--- config.mk ---
export PLATFORM = sky130hd
export DESIGN_NAME = spi_slave_frontend
export DESIGN_NICKNAME = d
export VERILOG_FILES = /design/src/rtl/spi_slave_frontend.sv
export SDC_FILE = /design/constraint.sdc
export NUM_CORES = 1
export LEC_CHECK = 0
export CORE_MARGIN = 3
export CORE_UTILIZATION = 50
export CTS_CLUSTER_SIZE = 10
export DETAILED_ROUTE_END_ITERATION = 12
export PLACE_DENSITY = 0.75
export SLEW_MARGIN = 20
export SYNTH_ARGS = -nofsm -noshare
export SYNTH_HDL_FRONTEND = slang
export SYNTH_SLANG_ARGS = --single-unit
--- constraint.sdc ---
create_clock -name clk -period 2.83 [get_ports clk]
set_clock_uncertainty 0.1 [all_clocks]
set_input_delay 0.566 -clock clk [delete_from_list [all_inputs] [get_ports clk]]
set_output_delay 0.566 -clock clk [all_outputs]
set_load 0.03 [all_outputs]
--- src/rtl/spi_slave_frontend.sv ---
// spi_slave_frontend: SPI mode-0 pin synchroniser, edge detect and session FSM feeding a downstream shift register.
// Optional SCK glitch filter enabled by defining SPI_GLITCH_FILTER_EN.
module spi_slave_frontend #(
    parameter int N = 8,
    parameter int SYNC_STAGES = 2
) (
    input  logic clk,
    input  logic reset,
    input  logic sck_pin,
    input  logic cs_n_pin,
    input  logic mosi_pin,
    output logic miso_pin,
    output logic miso_oe,
    input  logic so,
    output logic sel,
    output logic si,
    output logic reset_flag,
    output logic word_done,
    output logic session_end,
    output logic active
);
    localparam int CW = $clog2(N);
    typedef enum logic [2:0] {WAIT_IDLE, IDLE, START, LOAD, ACTIVE} state_t;
    state_t state;
    logic [SYNC_STAGES-1:0] sck_s, cs_s, mosi_s, settle;
    logic sck_d, cs_d, fall_q;
    logic [CW-1:0] cnt;
    logic sck_cur, cs_cur, sck_rise, sck_fall, cs_rise, cs_fall, shift, last_bit;
    assign sck_cur = sck_s[SYNC_STAGES-1];
    assign cs_cur = cs_s[SYNC_STAGES-1];
    assign cs_rise = cs_cur & ~cs_d;
    assign cs_fall = ~cs_cur & cs_d;
    assign shift = (state == ACTIVE) && sck_rise && !cs_rise;
    assign last_bit = cnt == CW'(N - 1);
`ifdef SPI_GLITCH_FILTER_EN
    logic sck_f;
    // sck_d is the second agreement sample; sck_f is the filtered level used as edge reference
    always_ff @(posedge clk)
        sck_f <= reset ? 1'b0 : (sck_cur == sck_d ? sck_cur : sck_f);
    assign sck_rise = sck_cur & sck_d & ~sck_f;
    assign sck_fall = ~sck_cur & ~sck_d & sck_f;
`else
    assign sck_rise = sck_cur & ~sck_d;
    assign sck_fall = ~sck_cur & sck_d;
`endif
    always_ff @(posedge clk) begin
        if (reset) begin
            state <= WAIT_IDLE;
            sck_s <= '0;
            cs_s <= '1;
            mosi_s <= '0;
            settle <= '0;
            sck_d <= 1'b0;
            cs_d <= 1'b1;
            fall_q <= 1'b0;
            cnt <= '0;
            sel <= 1'b0;
            si <= 1'b0;
            reset_flag <= 1'b0;
            word_done <= 1'b0;
            session_end <= 1'b0;
            active <= 1'b0;
            miso_oe <= 1'b0;
            miso_pin <= 1'b0;
        end else begin
            sck_s <= {sck_s[SYNC_STAGES-2:0], sck_pin};
            cs_s <= {cs_s[SYNC_STAGES-2:0], cs_n_pin};
            mosi_s <= {mosi_s[SYNC_STAGES-2:0], mosi_pin};
            settle <= {settle[SYNC_STAGES-2:0], 1'b1};
            sck_d <= sck_cur;
            cs_d <= cs_cur;
            sel <= shift;
            si <= mosi_s[SYNC_STAGES-1];
            word_done <= shift && last_bit;
            reset_flag <= 1'b0;
            session_end <= 1'b0;
            fall_q <= (state == ACTIVE) && sck_fall && !cs_rise;
            if (fall_q && state == ACTIVE && !cs_rise)
                miso_pin <= so;
            if (shift)
                cnt <= last_bit ? '0 : cnt + 1'b1;
            case (state)
                // settle ensures the cs_n chain holds real pin samples, so a live frame is never joined
                WAIT_IDLE: if (settle[SYNC_STAGES-1] && cs_cur) state <= IDLE;
                IDLE: if (cs_fall) begin
                    state <= START;
                    reset_flag <= 1'b1;
                end
                START: begin
                    cnt <= '0;
                    state <= LOAD;
                end
                LOAD: begin
                    miso_pin <= so;
                    miso_oe <= 1'b1;
                    active <= 1'b1;
                    state <= ACTIVE;
                end
                ACTIVE: if (cs_rise) begin
                    session_end <= 1'b1;
                    miso_oe <= 1'b0;
                    active <= 1'b0;
                    state <= IDLE;
                end
                default: state <= WAIT_IDLE;
            endcase
        end
    end
endmodule

== Word-level counts from Yosys, hierarchy flattened ==
Cells that the tools add are included.

* Order comparisons: 0
* $add $sub $neg: 1
* $mul: 0
* Div/mod/pow operators: 0
* Reduce and logical (&&, ||, !) cells: 17
* Multiplexer cells: 12
* Shifts and indexed selects: 0
* Bitwise operators: 10
* Equal/unequal tests: 8

{| class="wikitable"
|+ Operators with widths
! kind !! count
|-
| 3-bit case mux with 5 select lines || 1
|-
| 3-bit two-way mux || 4
|-
| 1-bit logical AND || 8
|-
| 3-bit by 2-bit == test with 1-bit output (second input constant) || 2
|-
| 3-bit == test (second input constant) || 2
|-
| 1-bit two-way mux || 6
|-
| 2-bit != test (second input constant) || 3
|-
| 1-bit inverter || 6
|-
| 2-bit OR reduction || 3
|-
| 1-bit AND || 4
|-
| 2-bit nonzero test || 2
|-
| 3-bit by 1-bit adder with 3-bit output (second input constant) || 1
|-
| 3-bit by 1-bit == test with 1-bit output (second input constant) || 1
|-
| 3-bit logical NOT || 1
|-
| 3-bit AND reduction || 1
|-
| 1-bit case mux with 2 select lines || 1
|-
| 2-bit AND reduction || 1
|-
| 1-bit logical NOT || 1
|}

* Logic and storage cells: 65
* Bits in latches: 0
* Memories: 0
* Output and inout bits: 8
* Input bits: 6
* RAM bits: 0
* Bits in registers: 24
* Memory bits (read-only): 0

== Depth between registers and ports, before layout ==
Gate-level depths: netlist of run 1.

* Word-level depth: 6
* Depth in mapped cells: 5
* Gate-level depth less buffers: 4

== Least setup slack after synthesis of run 1 ==
No wires, ideal clock.

* Kind: register to output
* From: reg, netlist name active
* To: out miso_oe
* Data arrival time: 727 ps
* Slack: 1437 ps
* Path buffers: 1
* Cell stages (with the launch flop): 2
* Data required time: 2164 ps
* Cells stage by stage: dfxtp_1 buf_4

{| class="wikitable"
|+ RTL lines
! element !! RTL line !! text
|-
| end, declared || 13 || <nowiki>output logic miso_oe,</nowiki>
|}

==> flow_summary.json, run 1 <==
{
  "grt_pass1_wl_um": 2350,
  "netlist_area_um2": 928,
  "ir_drop_uv": 395,
  "firstDrtPassIters": 2,
  "die_y_um": 49.1,
  "io_pins": 14,
  "vias": 610,
  "core_area_um2": 1630,
  "cp_slowest_cell": "clkdlybuf4s50_1",
  "powerDensity_nw_per_um2": 521,
  "cpLargestDelayFamily": "buffers and inverters",
  "synthTopCellsByArea": "dfxtp_1 (52%), nor2b_1 (5.4%), ha_1 (2.7%), o21ai_0 (2.7%), or2_2 (2.7%)",
  "layout-drive-gt1-share": 0.121,
  "hold_viol_final": 0,
  "ys_warn_count": 0,
  "antenna_left": 0,
  "worst_slew_pin_slew_ps": 542,
  "die_w_um": 49.1,
  "relSlewSlack": 0.637,
  "gr-usage-all-layers": 0.130,
  "antenna_cells": 0,
  "syn_inst": 88,
  "status": "complete, no violations",
  "yosysTopAreaCell": "dfxtp_1",
  "area_growth_pct": 15.2,
  "antenna_found_initial": 0,
  "final_area_um2": 1070,
  "cap_violations": 0,
  "final.min_clock_period_ps": 2030,
  "clk_latency_ps": 300,
  "slowest_delay_ps": 680,
  "cts_sinks": 24,
  "critPathLaunchType": "flop",
  "grt_pass1_vias": 549,
  "synthTopCellsByCount": "dfxtp_1 (24), nor2b_1 (8), o21ai_0 (5)",
  "cts_tree": "yes",
  "cts_resized": 0,
  "routedWlPerCell_um": 11.2,
  "row_count": 14,
  "path_cells": "clkdlybuf4s50_1",
  "yosysUniqueCellTypes": 36,
  "first_iter_violations": 2,
  "synth-async-reset-ratio": 0,
  "ctsHoldBuffers": 0,
  "placed_area_um2": 1050,
  "rsz0062_at_grt": "false",
  "ys_seq_area_frac": 0.518,
  "cp.arrival_ps": 1360,
  "fillerInstances": 143,
  "multi_input_area_um2": 399,
  "die-area_um2": 2410,
  "wirelength_um": 1370,
  "period_share": 0.716,
  "maxSlewViolCount": 0,
  "cts_buffer_depth": 2,
  "tns_ps": 0,
  "regArea_um2": 480,
  "htreeDepth": 1,
  "synthesis.nets": 96,
  "vias_per_cell": 4.96,
  "yosysTopAreaCellShare": 0.518,
  "crit_buf_inv": 1,
  "overflow": 0,
  "ys_seq_elements": 24,
  "max_freq_ghz": 0.494,
  "hp-class": "reg -> reg",
  "finalSetupViolCount": 0,
  "grt_max_degree": 18,
  "cp_max_fo": 4,
  "leakage_nw": 0.423,
  "drcViolationCount": 0,
  "clk_pin_slew_worst_paths_ps": 110,
  "crit_type": "reg -> out",
  "fin_nets": 109,
  "cts_made_buffers": 3,
  "place_hpwl_um": 1020,
  "synth_edf_count": 0,
  "gp_congestion": 0.799,
  "cts_root_buffer": "clkbuf_4",
  "synth_most_common_cell": "dfxtp_1",
  "syn_avg_cell_area_um2": 10.5,
  "synth_ff_type": "dfxtp_1",
  "cp_data_required_time_ps": 2160,
  "cts_setup_buffers": 0,
  "port_buffers": 13,
  "start_util": 0.570,
  "crit_path_end_kind": "primary output"
}
==> cells in the final DEF, fill, tap and decap left out, types with 2 or more instances in the layout <==
cell	instances
inv_1	2
clkdlybuf4s50_1	13
nor2_1	4
nand2_1	3
nand3_1	2
ha_1	2
o21ai_0	5
or2_2	4
mux2i_1	2
clkbuf_4	3
nor2b_1	8
dfxtp_1	24
a21oi_1	3
nand2b_1	3
==> state kept, by name, indices dropped and copies added (netlist names), 2 cells and up <==
name	cells
cnt	3
cs_s	2
mosi_s	2
sck_s	2
settle	2
state	3
==> final timing paths <==
| path | slack (ps) | depth (start not counted) | to | from |
|---|---|---|---|---|
| max | 800 | 1 | miso_oe | active |
| min | 330 | 1 | cs_s[1] | cs_s[0] |
| max reg2reg | 1310 | 4 | miso_pin | state[1] |
| min reg2reg | 330 | 1 | cs_s[1] | cs_s[0] |
==> kinds of logic (layout without fill, tap and decap cells) <==
kind of cell | count (synthesis) | after routing | share of synthesized area
buffers and inverters | 7 | 18 | 0.0526
multiplexers | 2 | 2 | 0.0216
AO/OA/AOI/OAI | 15 | 15 | 0.102
adder cells (fa/ha/maj) | 2 | 2 | 0.0269
flip-flops | 24 | 24 | 0.518
XOR/XNOR | 1 | 1 | 0.00944
AND/OR/NAND/NOR | 37 | 37 | 0.270
==> area by class of cell <==
cell class	count	share of cell area
inverters	2	0.00702
repair buffers	13	0.122
well taps	24	0.0281
flip-flops and latches	24	0.449
multi-input cells	57	0.373
clock buffers	3	0.0211
==> through the flow <==
step | power, mW | instances | setup WS, ps | utilization | hold slack (ps)
2_1_floorplan | 0.413 | 88 | 1440 | - | 289
3_3_place_gp | 0.424 | 120 | 780 | 0.643 | 293
3_5_place_dp | 0.425 | 120 | 699 | 0.643 | 303
4_1_cts | 0.563 | 123 | 790 | 0.657 | 331
5_1_grt | 0.585 | 123 | 726 | 0.657 | 344
6_report | 0.558 | 123 | 804 | 0.657 | 328
==> per-layer routing <==
metal | GRT usage | wire length (um) | up-vias
met1 | 0.158 | 659 | 276
met3 | 0.0367 | 56 | 4
met5 | 0 | 0 | -
met4 | 0.0853 | 34 | 0
li1 | - | - | 320
met2 | 0.199 | 623 | 10
==> where the power goes <==
part	switching, mW	total, mW	internal [mW]
Sequential	0.0138	0.362	0.348
Combinational	0.0250	0.0548	0.0298
Clock	0.0911	0.141	0.0497
Note: power is estimated with default switching activity, not from simulation.
==> run 2, diff against run 1 <==
CORE_UTILIZATION = 46   (was 50)
PLACE_DENSITY = 0.72   (was 0.75)
clock period = 1.8 ns   (was 2.83 ns; I/O delays follow)
==> run 2 against run 1 <==
Worst setup slack lost 750 ps; register-to-register slack lost 940 ps; sequential cell count is the same; final cell count grew 4.1%; first-iteration DRC count grew to 3.0 times the previous value; count of clock-buffer cells in the layout grew 1; via count grew 4.9%; wire length grew 7.6%.
==> flow_summary.json, run 2 (synthesis results as in run 1) <==
{
  "place_inst": 124,
  "ctsHoldBuffers": 0,
  "place_hpwl_um": 1120,
  "p_switching_mw": 0.215,
  "path_cells": "clkdlybuf4s50_1",
  "start_util": 0.510,
  "clk_latency_ps": 300,
  "final.min_clock_period_ps": 1750,
  "die_w_um": 50.9,
  "fin_nets": 112,
  "reg_top3": "cnt x3, state x3",
  "htreeDepth": 1,
  "grt_max_degree": 14,
  "wirelength_um": 1480,
  "tns_ps": 0,
  "regArea_um2": 480,
  "gr-usage-all-layers": 0.135,
  "multi_input_area_um2": 399,
  "layout-drive-gt1-share": 0.155,
  "drcViolationCount": 0,
  "period_share": 0.973,
  "ir_drop_uv": 503,
  "rsz0062_at_grt": "false",
  "grt_pass1_wl_um": 2580,
  "cts_sinks": 24,
  "area_growth_pct": 19.8,
  "cp_slowest_cell": "clkdlybuf4s50_1",
  "port_buffers": 13,
  "hp-class": "reg -> reg",
  "cpLargestDelayFamily": "buffers and inverters",
  "core_area_um2": 1820,
  "stdcell_count": 128,
  "p_int_mw": 0.721,
  "antenna_left": 0,
  "first_iter_violations": 6,
  "worst_slew_pin_slew_ps": 438,
  "leakage_nw": 0.511,
  "crit_path_end_kind": "primary output",
  "antenna_cells": 0,
  "p_clk_frac": 0.293,
  "crit_buf_inv": 1,
  "slowest_delay_ps": 660,
  "critPathLaunchType": "flop",
  "combPwrFrac": 0.102,
  "final_cell_mix": "dfxtp_1 (24), nor2b_1 (8), clkdlybuf4s50_1 (8)",
  "cts_tree": "yes",
  "max_freq_ghz": 0.571,
  "cap_violations": 0,
  "cp.arrival_ps": 1290,
  "crit_type": "reg -> out",
  "maxSlewViolCount": 0,
  "powerDensity_nw_per_um2": 842,
  "finalSetupViolCount": 0,
  "cts_made_buffers": 3,
  "vias_per_cell": 5.00,
  "relSlewSlack": 0.708,
  "cts_root_buffer": "clkbuf_4",
  "fillerInstances": 166,
  "cp_max_fo": 1,
  "row_count": 15,
  "grt_pass1_vias": 618,
  "firstDrtPassIters": 4,
  "die-area_um2": 2590,
  "clk_pin_slew_worst_paths_ps": 120,
  "status": "complete, no violations",
  "swShare": 0.230,
  "cts_buffer_depth": 2,
  "finalCoreUtilization": 0.611,
  "overflow": 0,
  "cp_data_required_time_ps": 1340,
  "hold_viol_final": 0,
  "antenna_found_initial": 0,
  "die_y_um": 50.9,
  "layout_commonest_cell": "dfxtp_1",
  "routedWlPerCell_um": 11.5,
  "vias": 640,
  "io_pins": 14,
  "pwr-share-seq": 0.605,
  "gp_congestion": 0.906
}
==> run 2: cell count changes in the layout (fill, tap and decap cells not counted) <==
cell and change:
clkdlybuf4s50_1 -5, buf_4 +3, dlymetal6s2s_1 +3, dlygate4sd2_1 +2
clkbuf_8 +1
==> run 2: power groups by stage <==
| stage | sequential [mW] | combinational (mW) | clock [mW] |
|---|---|---|---|
| after global placement | 0.578 | 0.0950 | 0 |
| after global routing | 0.570 | 0.103 | 0.306 |
| final | 0.567 | 0.0958 | 0.274 |
| after floorplan | 0.569 | 0.0801 | 0 |
| after detailed placement | 0.578 | 0.0968 | 0 |
| after CTS | 0.567 | 0.0960 | 0.283 |
==> run 2: what timing repair did <==
item | in CTS | in global routing
setup endpoints to repair | 2 | 3
buffers inserted | 0 | 0
resized for setup | 2 | 3
==> run 2: cell type report <==
class                      count  area share
multi-input combinational     57       0.359
clock buffer                   4      0.0326
tap                           25      0.0281
inverter                       2     0.00675
timing repair buffer          16       0.142
sequential                    24       0.432
==> run 2: layer usage <==
layer | global-route usage | part of all wire | vias up
met5 | 0 | 0 | -
met4 | 0.0807 | 0.018 | 0
met3 | 0.0350 | 0.047 | 4
met2 | 0.202 | 0.45 | 16
met1 | 0.172 | 0.49 | 295
li1 | - | - | 325
==> run 2: final timing paths <==
check / cells past startpoint / slack (ps) / startpoint / end
worst min register to register: 1 / 320 / cs_s[0] / cs_s[1]
worst max register to register: 4 / 370 / state[1] / state[1]
worst min-delay path: 1 / 320 / cs_s[0] / cs_s[1]
worst max-delay path: 1 / 50 / reset_flag / reset_flag
==> run 2: stage by stage <==
step	hold WS, ps	total power [mW]	cell area (um2)	worst slack [ps]
after CTS	325	0.946	1100	9.76
after global routing	345	0.979	1110	1.56
after detailed placement	295	0.675	1070	199
after floorplan	289	0.649	928	521
final	322	0.936	1110	49.3
after global placement	303	0.673	1070	213
